--- config.mk ---
export PLATFORM = sky130hd
export DESIGN_NAME = conv_7x7_pass_scheduler_flat
export DESIGN_NICKNAME = d
export VERILOG_FILES = /design/src/rtl/conv_7x7_pass_scheduler_if.sv /design/src/rtl/conv_7x7_pass_scheduler.sv /design/src/flat_wrapper.sv
export SDC_FILE = /design/constraint.sdc
export NUM_CORES = 1
export LEC_CHECK = 0
export ABC_AREA = 1
export CORE_MARGIN = 1.5
export CORE_UTILIZATION = 54
export CTS_BUF_LIST = sky130_fd_sc_hd__clkbuf_8 sky130_fd_sc_hd__clkbuf_16
export DETAILED_ROUTE_END_ITERATION = 16
export PLACE_DENSITY = 0.95
export SLEW_MARGIN = 40
export SYNTH_ARGS = -nofsm -noshare
export SYNTH_HDL_FRONTEND = slang
export SYNTH_SLANG_ARGS = --single-unit
--- constraint.sdc ---
create_clock -name clk -period 4.7 [get_ports clk]
set_clock_uncertainty 0.1 [all_clocks]
set_input_delay 0.94 -clock clk [delete_from_list [all_inputs] [get_ports clk]]
set_output_delay 0.94 -clock clk [all_outputs]
set_load 0.05 [all_outputs]
--- src/rtl/conv_7x7_pass_scheduler_if.sv ---
// Handshake/memory/pipeline bundle for conv_7x7_pass_scheduler.
// Carries perf_cycles only when CONV7_SCHED_PERF_EN is defined.
interface conv_7x7_pass_scheduler_if #(
  parameter int unsigned DATA_WIDTH      = 32,
  parameter int unsigned ADDR_WIDTH      = 20,
  parameter int unsigned CHANNEL_NUM_OUT = 64
);
  localparam int unsigned ChW = (CHANNEL_NUM_OUT > 1) ? $clog2(CHANNEL_NUM_OUT) : 1;

  logic                  start;
  logic                  busy;
  logic                  done;
  logic [ChW-1:0]        ch_idx;
  logic                  w_rd_en;
  logic [ADDR_WIDTH-1:0] w_rd_addr;
  logic [DATA_WIDTH-1:0] w_rd_data;
  logic                  valid_weight_out;
  logic [DATA_WIDTH-1:0] weight_out;
  logic                  p_rd_en;
  logic [ADDR_WIDTH-1:0] p_rd_addr;
  logic [DATA_WIDTH-1:0] p_rd_data;
  logic                  valid_pxl_out;
  logic [DATA_WIDTH-1:0] pxl_out;
  logic                  valid_res_in;
  logic                  err;
`ifdef CONV7_SCHED_PERF_EN
  logic [31:0]           perf_cycles;
`endif

  modport master (
`ifdef CONV7_SCHED_PERF_EN
    input  perf_cycles,
`endif
    output start, w_rd_data, p_rd_data, valid_res_in,
    input  busy, done, ch_idx, w_rd_en, w_rd_addr, valid_weight_out, weight_out,
    input  p_rd_en, p_rd_addr, valid_pxl_out, pxl_out, err
  );

  modport slave (
`ifdef CONV7_SCHED_PERF_EN
    output perf_cycles,
`endif
    input  start, w_rd_data, p_rd_data, valid_res_in,
    output busy, done, ch_idx, w_rd_en, w_rd_addr, valid_weight_out, weight_out,
    output p_rd_en, p_rd_addr, valid_pxl_out, pxl_out, err
  );
endinterface

--- src/rtl/conv_7x7_pass_scheduler.sv ---
// Runs one 7x7 conv layer as CHANNEL_NUM_OUT passes: weights, then image, then drain results.
// Optional busy-cycle counter on perf_cycles when CONV7_SCHED_PERF_EN is defined.
module conv_7x7_pass_scheduler #(
  parameter int unsigned DATA_WIDTH      = 32,
  parameter int unsigned KERNEL          = 7,
  parameter int unsigned CHANNEL_NUM_IN  = 3,
  parameter int unsigned CHANNEL_NUM_OUT = 64,
  parameter int unsigned IMAGE_SIZE      = 50176,
  parameter int unsigned OUT_SIZE        = 12544,
  parameter int unsigned ADDR_WIDTH      = 20
) (
  input logic                    clk,
  input logic                    reset,
  conv_7x7_pass_scheduler_if.slave bus
);
  localparam int unsigned ChW = (CHANNEL_NUM_OUT > 1) ? $clog2(CHANNEL_NUM_OUT) : 1;
  localparam int unsigned ResW = $clog2(OUT_SIZE + 1);
  localparam logic [ADDR_WIDTH-1:0] WnLast = ADDR_WIDTH'(KERNEL * KERNEL * CHANNEL_NUM_IN - 1);
  localparam logic [ADDR_WIDTH-1:0] PnLast = ADDR_WIDTH'(IMAGE_SIZE * CHANNEL_NUM_IN - 1);
  localparam logic [ResW-1:0]       ResFull = ResW'(OUT_SIZE);
  localparam logic [ResW-1:0]       ResLast = ResW'(OUT_SIZE - 1);
  localparam logic [ChW-1:0]        ChLast  = ChW'(CHANNEL_NUM_OUT - 1);

  localparam logic [2:0] S_IDLE   = 3'd0;
  localparam logic [2:0] S_LOAD_W = 3'd1;
  localparam logic [2:0] S_STREAM = 3'd2;
  localparam logic [2:0] S_DRAIN  = 3'd3;
  localparam logic [2:0] S_DONE   = 3'd4;

  logic [2:0]            r_state;
  logic [ADDR_WIDTH-1:0] r_cnt;
  logic [ADDR_WIDTH-1:0] r_w_addr;
  logic [ADDR_WIDTH-1:0] r_p_addr;
  logic [ResW-1:0]       r_res_cnt;
  logic [ChW-1:0]        r_ch;
  logic                  r_err;
  logic                  r_vw;
  logic                  r_vp;
  logic [DATA_WIDTH-1:0] r_wo;
  logic [DATA_WIDTH-1:0] r_po;

  logic w_in_pass;
  logic w_res_full;
  logic w_pass_done;

  assign w_in_pass   = (r_state == S_LOAD_W) || (r_state == S_STREAM) || (r_state == S_DRAIN);
  assign w_res_full  = (r_res_cnt == ResFull);
  // The completing result and the DRAIN exit share one edge.
  assign w_pass_done = w_res_full || ((r_res_cnt == ResLast) && bus.valid_res_in);

  always_ff @(posedge clk) begin
    if (!reset) begin
      r_state   <= S_IDLE;
      r_cnt     <= '0;
      r_w_addr  <= '0;
      r_p_addr  <= '0;
      r_res_cnt <= '0;
      r_ch      <= '0;
      r_err     <= 1'b0;
      r_vw      <= 1'b0;
      r_vp      <= 1'b0;
      r_wo      <= '0;
      r_po      <= '0;
    end else begin
      r_vw <= (r_state == S_LOAD_W);
      r_vp <= (r_state == S_STREAM);
      if (r_state == S_LOAD_W) r_wo <= bus.w_rd_data;
      if (r_state == S_STREAM) r_po <= bus.p_rd_data;

      if (bus.valid_res_in) begin
        if (!w_in_pass || w_res_full) r_err <= 1'b1;
        else                          r_res_cnt <= r_res_cnt + ResW'(1);
      end

      case (r_state)
        S_IDLE: begin
          if (bus.start) begin
            r_state   <= S_LOAD_W;
            r_ch      <= '0;
            r_err     <= bus.valid_res_in;
            r_w_addr  <= '0;
            r_cnt     <= '0;
            r_res_cnt <= '0;
          end
        end
        S_LOAD_W: begin
          if (r_cnt == WnLast) begin
            r_cnt    <= '0;
            r_p_addr <= '0;
            r_state  <= S_STREAM;
          end else begin
            r_cnt    <= r_cnt + ADDR_WIDTH'(1);
            r_w_addr <= r_w_addr + ADDR_WIDTH'(1);
          end
        end
        S_STREAM: begin
          if (r_p_addr == PnLast) r_state <= S_DRAIN;
          else                    r_p_addr <= r_p_addr + ADDR_WIDTH'(1);
        end
        S_DRAIN: begin
          if (w_pass_done) begin
            if (r_ch == ChLast) begin
              r_state <= S_DONE;
            end else begin
              // Weight blocks are contiguous, so the next base is last address + 1.
              r_ch      <= r_ch + ChW'(1);
              r_w_addr  <= r_w_addr + ADDR_WIDTH'(1);
              r_cnt     <= '0;
              r_res_cnt <= '0;
              r_state   <= S_LOAD_W;
            end
          end
        end
        S_DONE:  r_state <= S_IDLE;
        default: r_state <= S_IDLE;
      endcase
    end
  end

  assign bus.busy             = (r_state != S_IDLE);
  assign bus.done             = (r_state == S_DONE);
  assign bus.ch_idx           = r_ch;
  assign bus.w_rd_en          = (r_state == S_LOAD_W);
  assign bus.w_rd_addr        = r_w_addr;
  assign bus.p_rd_en          = (r_state == S_STREAM);
  assign bus.p_rd_addr        = r_p_addr;
  assign bus.valid_weight_out = r_vw;
  assign bus.weight_out       = r_wo;
  assign bus.valid_pxl_out    = r_vp;
  assign bus.pxl_out          = r_po;
  assign bus.err              = r_err;

`ifdef CONV7_SCHED_PERF_EN
  logic [31:0] r_perf;

  always_ff @(posedge clk) begin
    if (!reset) begin
      r_perf <= '0;
    end else if ((r_state == S_IDLE) && bus.start) begin
      r_perf <= '0;
    end else if (bus.busy && (r_perf != 32'hFFFF_FFFF)) begin
      r_perf <= r_perf + 32'd1;
    end
  end

  assign bus.perf_cycles = r_perf;
`endif
endmodule
--- src/flat_wrapper.sv ---
// flat-port wrapper written by rule: the top's interface ports become plain ports
module conv_7x7_pass_scheduler_flat 
#(
  parameter int unsigned DATA_WIDTH      = 32,
  parameter int unsigned KERNEL          = 7,
  parameter int unsigned CHANNEL_NUM_IN  = 3,
  parameter int unsigned CHANNEL_NUM_OUT = 64,
  parameter int unsigned IMAGE_SIZE      = 50176,
  parameter int unsigned OUT_SIZE        = 12544,
  parameter int unsigned ADDR_WIDTH      = 20
)
  (clk, reset, bus_start, bus_w_rd_data, bus_p_rd_data, bus_valid_res_in, bus_busy, bus_done, bus_ch_idx, bus_w_rd_en, bus_w_rd_addr, bus_valid_weight_out, bus_weight_out, bus_p_rd_en, bus_p_rd_addr, bus_valid_pxl_out, bus_pxl_out, bus_err);
  conv_7x7_pass_scheduler_if #(.DATA_WIDTH(DATA_WIDTH), .ADDR_WIDTH(ADDR_WIDTH), .CHANNEL_NUM_OUT(CHANNEL_NUM_OUT)) bus_i ();
  input logic clk;
  input logic reset;
  input wire logic [$bits(bus_i.start)-1:0] bus_start;
  input wire logic [$bits(bus_i.w_rd_data)-1:0] bus_w_rd_data;
  input wire logic [$bits(bus_i.p_rd_data)-1:0] bus_p_rd_data;
  input wire logic [$bits(bus_i.valid_res_in)-1:0] bus_valid_res_in;
  output wire logic [$bits(bus_i.busy)-1:0] bus_busy;
  output wire logic [$bits(bus_i.done)-1:0] bus_done;
  output wire logic [$bits(bus_i.ch_idx)-1:0] bus_ch_idx;
  output wire logic [$bits(bus_i.w_rd_en)-1:0] bus_w_rd_en;
  output wire logic [$bits(bus_i.w_rd_addr)-1:0] bus_w_rd_addr;
  output wire logic [$bits(bus_i.valid_weight_out)-1:0] bus_valid_weight_out;
  output wire logic [$bits(bus_i.weight_out)-1:0] bus_weight_out;
  output wire logic [$bits(bus_i.p_rd_en)-1:0] bus_p_rd_en;
  output wire logic [$bits(bus_i.p_rd_addr)-1:0] bus_p_rd_addr;
  output wire logic [$bits(bus_i.valid_pxl_out)-1:0] bus_valid_pxl_out;
  output wire logic [$bits(bus_i.pxl_out)-1:0] bus_pxl_out;
  output wire logic [$bits(bus_i.err)-1:0] bus_err;
  assign bus_i.start = bus_start;
  assign bus_i.w_rd_data = bus_w_rd_data;
  assign bus_i.p_rd_data = bus_p_rd_data;
  assign bus_i.valid_res_in = bus_valid_res_in;
  assign bus_busy = bus_i.busy;
  assign bus_done = bus_i.done;
  assign bus_ch_idx = bus_i.ch_idx;
  assign bus_w_rd_en = bus_i.w_rd_en;
  assign bus_w_rd_addr = bus_i.w_rd_addr;
  assign bus_valid_weight_out = bus_i.valid_weight_out;
  assign bus_weight_out = bus_i.weight_out;
  assign bus_p_rd_en = bus_i.p_rd_en;
  assign bus_p_rd_addr = bus_i.p_rd_addr;
  assign bus_valid_pxl_out = bus_i.valid_pxl_out;
  assign bus_pxl_out = bus_i.pxl_out;
  assign bus_err = bus_i.err;
  conv_7x7_pass_scheduler #(.DATA_WIDTH(DATA_WIDTH), .KERNEL(KERNEL), .CHANNEL_NUM_IN(CHANNEL_NUM_IN), .CHANNEL_NUM_OUT(CHANNEL_NUM_OUT), .IMAGE_SIZE(IMAGE_SIZE), .OUT_SIZE(OUT_SIZE), .ADDR_WIDTH(ADDR_WIDTH)) u_core (.clk(clk), .reset(reset), .bus(bus_i));
endmodule
==> impl_metrics.tcl <==
set metrics [dict create \
    via_per_inst 5.500 \
    place_area_sq_um 9477 \
    hold_start "u_core.bus.weight_out[27]" \
    drt_iter0_markers 827 \
    synth.distinct_cells 40 \
    hold_path_end "u_core.bus.weight_out[27]" \
    first_pass_iters 7 \
    power.leakage_nw 3.673 \
    final_layout_size_suffix_gt1_share_pct 6.269 \
    clockBufferDepth 2 \
    syn_nets 1223 \
    hold_path_class "reg2reg" \
    cts_sinks 150 \
    cts_resized 0 \
    die_area_sq_um 14770 \
    critPathMaxFanout 38 \
    wire_per_inst_microns 14.75 \
    synthTopCellsByArea "dfxtp_1 (40%), nand2_1 (20%), a21oi_1 (8.4%), nor2_1 (6.8%), nand3_1 (4.4%)" \
    timing.final.crit_share_pct 74.61 \
    numCtsBuffers 17 \
    powerDensity_nw_per_um2 503.5 \
    hold_viol_final 0 \
    clockRootBuffer "clkbuf_16" \
    routed.top_layer "met4" \
    port_buffers 184 \
    arrival_ps 2470 \
    clkTransAtPathRegs_ps 60 \
    drv_cap 0 \
    layout_common_cells "nand2_1 (396), clkdlybuf4s50_1 (183), dfxtp_1 (150)" \
    post-route-drc-count 0 \
    grt.overflow.total 0 \
    ys_seq_area_share_pct 39.59 \
    layout_commonest_cell "nand2_1" \
    fin_area_sq_um 10160 \
    synth_seq_cells 150 \
    status "completed" \
    finalWirelength_mm 22.18 \
    route.met3.wl_mm 1.715 \
    worstSkewPairLatency_ps 420 \
    syn-cell-area_sq_um 7585 \
    tightest_slew_ps 829.5 \
    r2r_slack_ps 1820 \
    fmax_mhz 285.2 \
    track_usage_pct 29.71 \
    final_nets 1386 \
    setup.worst_path.end_class "primary output" \
    antenna_cells 0 \
    cts-htree-levels 4 \
    finalNonFillerCells 1504 \
    globalplace.congestion 0.9141 \
    grt_max_degree 51 \
    grt_pass1_wl_mm 35.14 \
    ant_nets 0 \
    async_flop_share_pct 0 \
    grt_pass1_vias 7618 \
    hold_depth 2 \
    peakVddDrop_mv 0.3240 \
    die_y_microns 121.5 \
    synth_cells 1148 \
    netlist.area_leader.share_pct 39.59 \
    synth-edff-count 0 \
    rows 43 \
    dieWidth_microns 121.5 \
    startpoint_type "flop" \
    synth.largest_area_cell "dfxtp_1" \
    grt_setup_unrepaired "no" \
    routedLengthMet1_mm 8.654 \
    dp_hpwl_mm 14.76 \
    synth-warning-count 0 \
    post-route-util_pct 73.78 \
    avgSynthCellArea_sq_um 6.607 \
    r2r-end "u_core.bus.w_rd_addr[7]" \
    wl_met2_mm 11.19 \
    drv_slew 0 \
    place_inst 1472 \
    start_util_pct 55.07 \
    pin_count 185 \
    period_needed_ps 3507 \
    syn_to_final_growth_pct 33.98 \
    maxSlewHeadroom_pct 44.51 \
    coreArea_sq_um 13770 \
    cts_tree "yes" \
    crit_required_ps 3660 \
    post_cts_buffers 0 \
    synth-main-ff-cell "dfxtp_1" \
    setup_tns_ps 0 \
    finalSetupViolations 0 \
    power_mw 5.117 \
    antenna_found_initial 0 \
    ff2ff_path_depth 10 \
    crit_type "reg2out" \
    postCtsHoldBufs 0 \
    num_vias 8272 \
    r2r_start "u_core.r_state[0]" \
]
-- flip-flops by register name, summed over array words and instances, names as in the netlist --
signal	count
u_core.bus.pxl_out	32
u_core.bus.weight_out	32
u_core.bus.p_rd_addr	20
u_core.bus.w_rd_addr	20
u_core.r_cnt	20
u_core.r_res_cnt	14
u_core.bus.ch_idx	6
u_core.r_state	3
u_core.bus.err	1
u_core.bus.valid_pxl_out	1
u_core.bus.valid_weight_out	1
-- cells by family after synthesis --
group | after synthesis | synth area share (%)
XOR/XNOR | 29 | 3.349
AND/OR/NAND/NOR | 682 | 38.42
adder cells (fa/ha/maj) | 7 | 1.155
buffers and inverters | 125 | 6.879
flip-flops | 150 | 39.59
AO/OA/AOI/OAI | 155 | 10.61
-- synthesized netlist by cell type (all sizes together) (2+ instances only) --
library cell	n
nand2	404
clkbuf	29
buf	18
xor2	22
inv	75
ha	7
nand3b	3
a31o	2
or2	11
clkinv	3
nand4	27
nor3	20
dfxtp	150
xnor2	7
nor2	139
nor3b	4
a21oi	131
o21ai	18
nand3	73
o21a	2
-- how the worst max path moves through the flow --
stage               cells past startpoint  slack, ps                       to              start
floorplan                               4       2310              bus_p_rd_en  u_core.r_state[2]
global route                            5       1090              bus_w_rd_en  u_core.r_state[0]
CTS                                     5       1200              bus_w_rd_en  u_core.r_state[0]
finish                                  5       1190              bus_w_rd_en  u_core.r_state[0]
detailed placement                     10       1360  u_core.bus.w_rd_addr[5]   bus_valid_res_in
global placement                        5       1450  u_core.bus.p_rd_addr[2]              reset
-- layout make-up --
type                       instances  area (sq um)
multi-input combinational        873          4060
fill                            1019          3611
sequential                       150          3003
timing repair buffer             191          1892
clock buffer                      18         439.2
inverter                          78         296.5
clock inverter                    14         246.5
tap                              180         225.2
-- layer usage --
| layer | vias up | global-route usage [%] |
|---|---|---|
| met1 | 3804 | 34.51 |
| met2 | 392 | 52.33 |
| met4 | 0 | 12.87 |
| li1 | 4013 | - |
| met5 | - | 0 |
| met3 | 63 | 6.720 |
-- power by group --
group          internal, mW  switching [mW]
Combinational         0.567            1.41
Clock                  1.02           0.557
Sequential             1.44           0.125
-- stage by stage --
step	worst slack, ps	hold WS, ps
2_1_floorplan	2310	371.3
3_3_place_gp	1454	350.9
3_5_place_dp	1356	355.0
4_1_cts	1202	364.4
5_1_grt	1086	380.6
6_report	1193	364.6
-- worst max-delay path, cell delays in order (launching register included) --
cell and delay, ps:
dfxtp_1 350, inv_2 70, nor2_4 120, nand2_2 480, inv_2 180, clkdlybuf4s50_1 820
Power figures use the tool's default switching activity.
